**src/rtl/bus_out_pkg.sv**
```systemverilog
// -----------------------------------------------------------------------------
// bus_out_pkg
// Shared constants for the PE bus-output merger:
//   DATA_SIZE_DEF  - default width of one bus part
//   LG()           - ceil(log2(n)), minimum 1, for sizing index fields
//   EXTRA_EN/VAL   - bit positions inside a source's 2-bit extraBitValue field
//   CONFLICT_CNT_W - width of the saturating conflict counter
// -----------------------------------------------------------------------------
package bus_out_pkg;

    localparam int DATA_SIZE_DEF  = 8;

    // Field layout of one {enable, value} extra-bit pair.
    localparam int EXTRA_EN       = 1;
    localparam int EXTRA_VAL      = 0;

    localparam int CONFLICT_CNT_W = 8;

    function automatic int LG(input int n);
        return (n > 1) ? $clog2(n) : 1;
    endfunction

endpackage

```
**src/rtl/bus_out_merge_comb.sv**
```systemverilog
// -----------------------------------------------------------------------------
// bus_out_merge_comb
// Purely combinational priority merge of NUM_SRC bus claims.
//   instOut        in  per-source data, source s at [s*BUS_W +: BUS_W]
//   validPart      in  per-source part-claim bitmap, source s at [s*NUM_PARTS +: NUM_PARTS]
//   extraBitToSet  in  per-source extra-bit index, source s at [s*IDX_W +: IDX_W]
//   extraBitValue  in  per-source {enable, value}, source s at [s*2 +: 2]
//   mergedData     out merged word, unclaimed bits 0
//   mergedMask     out 1 = bit driven by a part claim or an extra bit
//   claim          out at least one part claim or one enabled in-range extra bit
//   conflict       out a part claimed twice, or two extra bits on one index
// Priority: higher source index wins for parts; extra bits override part data
// and are applied in ascending source order, so the highest index wins there too.
// -----------------------------------------------------------------------------
module bus_out_merge_comb
    import bus_out_pkg::*;
#(
    parameter int DATA_SIZE = DATA_SIZE_DEF,
    parameter int NUM_PARTS = 2,
    parameter int NUM_SRC   = 2,
    parameter int IDX_W     = LG(DATA_SIZE * NUM_PARTS) + 1
) (
    input  logic [NUM_SRC*DATA_SIZE*NUM_PARTS-1:0] instOut,
    input  logic [NUM_SRC*NUM_PARTS-1:0]           validPart,
    input  logic [NUM_SRC*IDX_W-1:0]               extraBitToSet,
    input  logic [NUM_SRC*2-1:0]                   extraBitValue,
    output logic [DATA_SIZE*NUM_PARTS-1:0]         mergedData,
    output logic [DATA_SIZE*NUM_PARTS-1:0]         mergedMask,
    output logic                                   claim,
    output logic                                   conflict
);

    localparam int BUS_W = DATA_SIZE * NUM_PARTS;

    logic [BUS_W-1:0]     partData;
    logic [BUS_W-1:0]     partMask;
    logic [NUM_PARTS-1:0] partClaimed;
    logic [NUM_PARTS-1:0] partMulti;
    logic [BUS_W-1:0]     extHit;
    logic [BUS_W-1:0]     extMulti;

    genvar gi;

    // Per-part selection: ascending scan, so the last (highest) claimant sticks.
    generate
        for (gi = 0; gi < NUM_PARTS; gi++) begin : gPart
            logic [DATA_SIZE-1:0] selData;
            logic                 anyClaim;
            logic                 multiClaim;

            always_comb begin
                selData    = '0;
                anyClaim   = 1'b0;
                multiClaim = 1'b0;
                for (int s = 0; s < NUM_SRC; s++) begin
                    if (validPart[s*NUM_PARTS + gi]) begin
                        if (anyClaim) begin
                            multiClaim = 1'b1;
                        end
                        anyClaim = 1'b1;
                        selData  = instOut[s*BUS_W + gi*DATA_SIZE +: DATA_SIZE];
                    end
                end
            end

            assign partData[gi*DATA_SIZE +: DATA_SIZE] = selData;
            assign partMask[gi*DATA_SIZE +: DATA_SIZE] = {DATA_SIZE{anyClaim}};
            assign partClaimed[gi]                     = anyClaim;
            assign partMulti[gi]                       = multiClaim;
        end
    endgenerate

    // Per-bit extra override. Matching against the bit position itself means
    // indices >= BUS_W can never hit, so they drop out of claim and conflict.
    generate
        for (gi = 0; gi < BUS_W; gi++) begin : gBit
            logic hit;
            logic val;
            logic multi;

            always_comb begin
                hit   = 1'b0;
                val   = 1'b0;
                multi = 1'b0;
                for (int s = 0; s < NUM_SRC; s++) begin
                    if (extraBitValue[s*2 + EXTRA_EN] &&
                        (extraBitToSet[s*IDX_W +: IDX_W] == IDX_W'(gi))) begin
                        if (hit) begin
                            multi = 1'b1;
                        end
                        hit = 1'b1;
                        val = extraBitValue[s*2 + EXTRA_VAL];
                    end
                end
            end

            assign extHit[gi]     = hit;
            assign extMulti[gi]   = multi;
            assign mergedData[gi] = hit ? val : partData[gi];
            assign mergedMask[gi] = hit | partMask[gi];
        end
    endgenerate

    assign claim    = (|partClaimed) | (|extHit);
    assign conflict = (|partMulti) | (|extMulti);

endmodule

```
**src/rtl/bus_out_merger.sv**
```systemverilog
// -----------------------------------------------------------------------------
// bus_out_merger
// Registered bus-output merger: priority-merges NUM_SRC claims into a one-entry
// output stage with a valid/ready handshake toward the interconnect.
//   clk            in  rising-edge clock
//   reset          in  asynchronous active-high reset
//   instOut        in  per-source data, source s at [s*BUS_W +: BUS_W]
//   validPart      in  per-source part-claim bitmap
//   extraBitToSet  in  per-source extra-bit index (>= BUS_W ignored)
//   extraBitValue  in  per-source {enable, value}
//   inReady        out stage can accept a claim this cycle
//   outValid       out stage holds a merged word
//   outReady       in  downstream consumes outData this cycle
//   outData        out merged word
//   outMask        out bits driven by some claim
//   conflictFlag   out sticky overlap indicator
//   conflictCount  out saturating overlap count
//   conflictClr    in  synchronous clear of flag and count
// Build option: define BUS_OUT_CONFLICT_CNT_EN to enable conflict tracking;
// otherwise conflictFlag/conflictCount are 0 and conflictClr is ignored.
// -----------------------------------------------------------------------------
module bus_out_merger
    import bus_out_pkg::*;
#(
    parameter int DATA_SIZE = DATA_SIZE_DEF,
    parameter int NUM_PARTS = 2,
    parameter int NUM_SRC   = 2,
    parameter int IDX_W     = LG(DATA_SIZE * NUM_PARTS) + 1
) (
    input  logic                                   clk,
    input  logic                                   reset,
    input  logic [NUM_SRC*DATA_SIZE*NUM_PARTS-1:0] instOut,
    input  logic [NUM_SRC*NUM_PARTS-1:0]           validPart,
    input  logic [NUM_SRC*IDX_W-1:0]               extraBitToSet,
    input  logic [NUM_SRC*2-1:0]                   extraBitValue,
    output logic                                   inReady,
    output logic                                   outValid,
    input  logic                                   outReady,
    output logic [DATA_SIZE*NUM_PARTS-1:0]         outData,
    output logic [DATA_SIZE*NUM_PARTS-1:0]         outMask,
    output logic                                   conflictFlag,
    output logic [CONFLICT_CNT_W-1:0]              conflictCount,
    input  logic                                   conflictClr
);

    localparam int BUS_W = DATA_SIZE * NUM_PARTS;

    logic [BUS_W-1:0] mergedData;
    logic [BUS_W-1:0] mergedMask;
    logic             mergeClaim;
    logic             mergeConflict;

    logic             outValidReg;
    logic [BUS_W-1:0] outDataReg;
    logic [BUS_W-1:0] outMaskReg;

    bus_out_merge_comb #(
        .DATA_SIZE (DATA_SIZE),
        .NUM_PARTS (NUM_PARTS),
        .NUM_SRC   (NUM_SRC),
        .IDX_W     (IDX_W)
    ) uMerge (
        .instOut       (instOut),
        .validPart     (validPart),
        .extraBitToSet (extraBitToSet),
        .extraBitValue (extraBitValue),
        .mergedData    (mergedData),
        .mergedMask    (mergedMask),
        .claim         (mergeClaim),
        .conflict      (mergeConflict)
    );

    // Stage is free when empty or being drained this cycle, which gives
    // full throughput with no bubble on a simultaneous consume-and-load.
    assign inReady = !outValidReg || outReady;

    always_ff @(posedge clk or posedge reset) begin
        if (reset) begin
            outValidReg <= 1'b0;
            outDataReg  <= '0;
            outMaskReg  <= '0;
        end else if (inReady) begin
            if (mergeClaim) begin
                outValidReg <= 1'b1;
                outDataReg  <= mergedData;
                outMaskReg  <= mergedMask;
            end else begin
                outValidReg <= 1'b0;
            end
        end
    end

    assign outValid = outValidReg;
    assign outData  = outDataReg;
    assign outMask  = outMaskReg;

`ifdef BUS_OUT_CONFLICT_CNT_EN
    logic                      conflictFlagReg;
    logic [CONFLICT_CNT_W-1:0] conflictCountReg;
    logic                      captureConflict;

    // Only cycles that actually load the stage are counted.
    assign captureConflict = inReady && mergeClaim && mergeConflict;

    always_ff @(posedge clk or posedge reset) begin
        if (reset) begin
            conflictFlagReg  <= 1'b0;
            conflictCountReg <= '0;
        end else if (conflictClr) begin
            // A conflict coinciding with the clear survives as the first event.
            conflictFlagReg  <= captureConflict;
            conflictCountReg <= captureConflict ? CONFLICT_CNT_W'(1) : '0;
        end else if (captureConflict) begin
            conflictFlagReg <= 1'b1;
            if (conflictCountReg != '1) begin
                conflictCountReg <= conflictCountReg + CONFLICT_CNT_W'(1);
            end
        end
    end

    assign conflictFlag  = conflictFlagReg;
    assign conflictCount = conflictCountReg;
`else
    logic unusedConflict;

    assign unusedConflict = conflictClr | mergeConflict;
    assign conflictFlag   = 1'b0;
    assign conflictCount  = '0;
`endif

endmodule

```
**config.mk**
```make
export PLATFORM = sky130hd
export DESIGN_NAME = bus_out_merger
export DESIGN_NICKNAME = d
export VERILOG_FILES = /design/src/rtl/bus_out_pkg.sv /design/src/rtl/bus_out_merge_comb.sv /design/src/rtl/bus_out_merger.sv
export SDC_FILE = /design/constraint.sdc
export NUM_CORES = 1
export LEC_CHECK = 0
export CAP_MARGIN = 20
export CORE_MARGIN = 3
export CORE_UTILIZATION = 30
export CTS_BUF_LIST = sky130_fd_sc_hd__clkbuf_8
export CTS_CLUSTER_DIAMETER = 150
export CTS_CLUSTER_SIZE = 25
export DETAILED_ROUTE_END_ITERATION = 10
export PLACE_DENSITY_LB_ADDON = 0.1
export SLEW_MARGIN = 0
export SYNTH_ARGS = -nofsm -noshare
export SYNTH_HDL_FRONTEND = slang
export SYNTH_SLANG_ARGS = --single-unit
```
**constraint.sdc**
```tcl
create_clock -name clk -period 1.7 [get_ports clk]
set_clock_uncertainty 0.05 [all_clocks]
set_input_delay 0.425 -clock clk [delete_from_list [all_inputs] [get_ports clk]]
set_output_delay 0.425 -clock clk [all_outputs]
set_load 0.05 [all_outputs]
```
==> run_results.csv <==
group,metric,value,unit
run_status,outcome,"finished with violations",
run_status,violations,"negative setup slack",
grt,grt_overflow,0,
timing,drv_slew,0,
die,core_area,7331,µm²
timing,fin_crit_sh,107.0,%
logic_synthesis,synth-async-reset-ratio,100.0,%
logic_synthesis,syn_avg_cell_area,9.577,µm²
logic_synthesis,synth_top_cell_area_share,35.93,%
timing,period_needed,1.820,ns
final_layout,utilization,61.43,%
detailed_routing,drt-met1-wl,3.910,mm
power,p_leak,0.002073,µW
logic_synthesis,synth_cell_types,46,
logic_synthesis,synth_area,2298,µm²
power,vdd_drop_max,0.4183,mV
logic_synthesis,synth_common_cells,"43 x nand2_1, 33 x dfrtp_1, 16 x o32a_1",
grt,grt_pass1_wl,14.03,mm
logic_synthesis,synthTopCellsByArea,"dfrtp_1 36%, mux2_4 8.5%, nand2_1 7.0%",
die,die_width,93.53,µm
clock_tree,cts_tree,"yes",
timing,setup-violations-final,26,
worst_setup_path,r2r-start,"outValid",
place,place_ws,-0.8451,ns
detailed_routing,wl_per_cell,17.96,µm
worst_hold_path,hold_class,"primary input to asynchronous set/reset pin",
logic_synthesis,synth_area_leader_cell,"dfrtp_1",
die,num_io_pins,97,
power,p_per_area,674.0,nW/µm²
logic_synthesis,syn_inst,240,
final_layout,layout-area-overhead-vs-synth,95.92,%
run,maxCapViolations,0,
place,port_buffers,86,
place,dp_hpwl,6.147,mm
die,std_cell_rows,31,
worst_setup_path,cp.required,1.83,ns
die,initial_core_util,31.35,%
grt,grt_max_degree,34,
logic_synthesis,synth_xor_area_share,0.3811,%
detailed_routing,drt_iter0_markers,179,
die,fp.dieH,93.53,µm
final_layout,drive_gt1_share,44.28,%
detailed_routing,vias,2578,
grt,grt_use_total,21.01,%
worst_setup_path,cp.arrival,1.95,ns
clock_tree,clk_pin_slew,0.07,ns
detailed_routing,viasPerCell,5.146,
worst_setup_path,crit_start,"extraBitToSet[1]",
worst_setup_path,timing.critical_path.to,"outData[5]",
logic_synthesis,synth_edf_count,0,
logic_synthesis,synth_compound_area_share,23.63,%
clock_tree,cts_root_buf,"clkbuf_8",
detailed_routing,ant_nets,0,
logic_synthesis,ys.flop_type,"dfrtp_1",
logic_synthesis,ys_seq_area_share,35.93,%
worst_setup_path,r2r_end,"outData[5]",
worst_setup_path,crit_fanout,8,
die,dieArea,8748,µm²
grt,antenna_found_initial,0,
worst_setup_path,start_kind,"primary input",
worst_setup_path,setup.worst_path.end_class,"flip-flop",
clock_tree,hold_buffers,0,
logic_synthesis,muxShareOfSynthArea,12.25,%
grt,first_global_vias,2663,
logic_synthesis,synth_top_family_by_area,"compound AO/OA/AOI/OAI gates",
clock_tree,clockBufferDepth,2,
place,gp_congestion,0.7975,
logic_synthesis,yosys_warnings,0,
logic_synthesis,synth.ff_latch_count,33,
clock_tree,cts_buffers,5,
worst_setup_path,critPathKind,"primary input to flip-flop",
logic_synthesis,synth.most_common_cell,"nand2_1",
power,power,3035,µW
detailed_routing,drt_wl_total,9.000,mm
final_layout,nNetsFinal,456,
timing,hold_viol,0,
detailed_routing,drc,0,
worst_setup_path,reg2reg_slack,0.19,ns
detailed_routing,routed.top_layer,"met4",
final_layout,antennaDiodeCount,0,
logic_synthesis,yosys.area_share.simple,19.71,%
timing,finalWorstSetupSlack,-0.1196,ns
detailed_routing,wl_met2,4.280,mm
detailed_routing,dr.pass1.iters,6,
worst_setup_path,r2r_cells,5,
clock_tree,htreeDepth,2,
timing,max_freq,549.6,MHz
clock_tree,clk_latency,0.28,ns
detailed_routing,route.met3.wl,604,µm
timing,rsz0062_at_grt,"yes",
clock_tree,cts.sinks,33,
logic_synthesis,synth_adder_area_share,0,%
-- stage by stage --
stage | hold WS, ns | TNS [ns] | cell area [µm²] | std cells
floorplan | 0.5039 | -3.343 | 2384 | 248
global placement | 0.4974 | -23.24 | 4076 | 474
detailed placement | 0.5061 | -24.94 | 4076 | 474
CTS | 0.4369 | -2.054 | 4518 | 502
global route | 0.4540 | -3.553 | 4503 | 501
finish | 0.4366 | -2.026 | 4503 | 501
-- per-layer routing --
layer / vias up / GRT usage [%]
li1: 1218 / -
met1: 1222 / 27.46
met2: 123 / 34.37
met3: 15 / 3.942
met4: 0 / 7.942
met5: - / 0
-- where the power goes --
part           internal [µW]  switching, µW  total [µW]
registers                875            112         987
logic                    760            683        1440
clock network            315            291         606
-- worst max-delay path, cell delays in order --
cell	delay [ns]
buf_8	0.11
nor4bb_4	0.15
nor3_2	0.24
nand4_4	0.12
o31a_1	0.29
buf_6	0.16
buf_16	0.16
mux2_4	0.29
-- kinds of logic (layout without fill, tap and decap cells) --
group / after synthesis / in the layout
AO/OA/AOI/OAI: 70 / 70
XOR/XNOR: 1 / 1
buffers and inverters: 31 / 185
flip-flops: 33 / 33
multiplexers: 21 / 21
other: 1 / 9
AND/OR/NAND/NOR: 83 / 83
-- how the worst min path moves through the flow --
stage                              to         from  cells past startpoint  slack [ns]
final                      outMask[1]        reset                      3        0.44
after global routing       outMask[1]        reset                      3        0.45
after CTS                  outMask[1]        reset                      3        0.44
after detailed placement   outMask[0]   outMask[0]                      1        0.51
after global placement    outMask[12]  outMask[12]                      1        0.50
after floorplan            outData[0]        reset                      1        0.50
-- final cells by class --
class                      instances  area, µm²
inverter                           2      7.507
tap                               99      123.9
clock buffer                       6      82.58
timing repair buffer             176       2029
multi-input combinational        184       1430
fill                             569       2828
sequential                        33      825.8
clock inverter                     1      3.754
-- flip-flops by register name, indices dropped and copies added (netlist names) --
| register | count |
|---|---|
| outData | 16 |
| outMask | 16 |
| outValid | 1 |
-- cell usage in the layout (no fill, tap or decap), drive strengths merged, types with 2 or more instances in the layout --
cell type      instances
a22o                   8
inv                    3
nor4bb                 2
conb                   9
nor2b                 10
and4b                  2
nor2                   6
dlygate4sd2            4
a21oi                  9
clkbuf                 6
dfrtp                 33
o21ai                 12
nor4b                  2
buf                  135
clkdlybuf4s15          2
a222oi                 8
o32a                  16
nor3                   4
nand3                  4
mux2                  18
nand4                  2
nand2                 44
and4bb                 2
clkdlybuf4s50         35
mux2i                  3
o22ai                 10
nand2b                 3
-- repair_timing --
action                     4_1_cts  5_1_grt
gates cloned                     5        0
resized for setup               94        5
buffers inserted                18        2
pin swaps                       27        5
setup endpoints to repair       34       33
No activity file was read; power rests on OpenSTA's default activity.
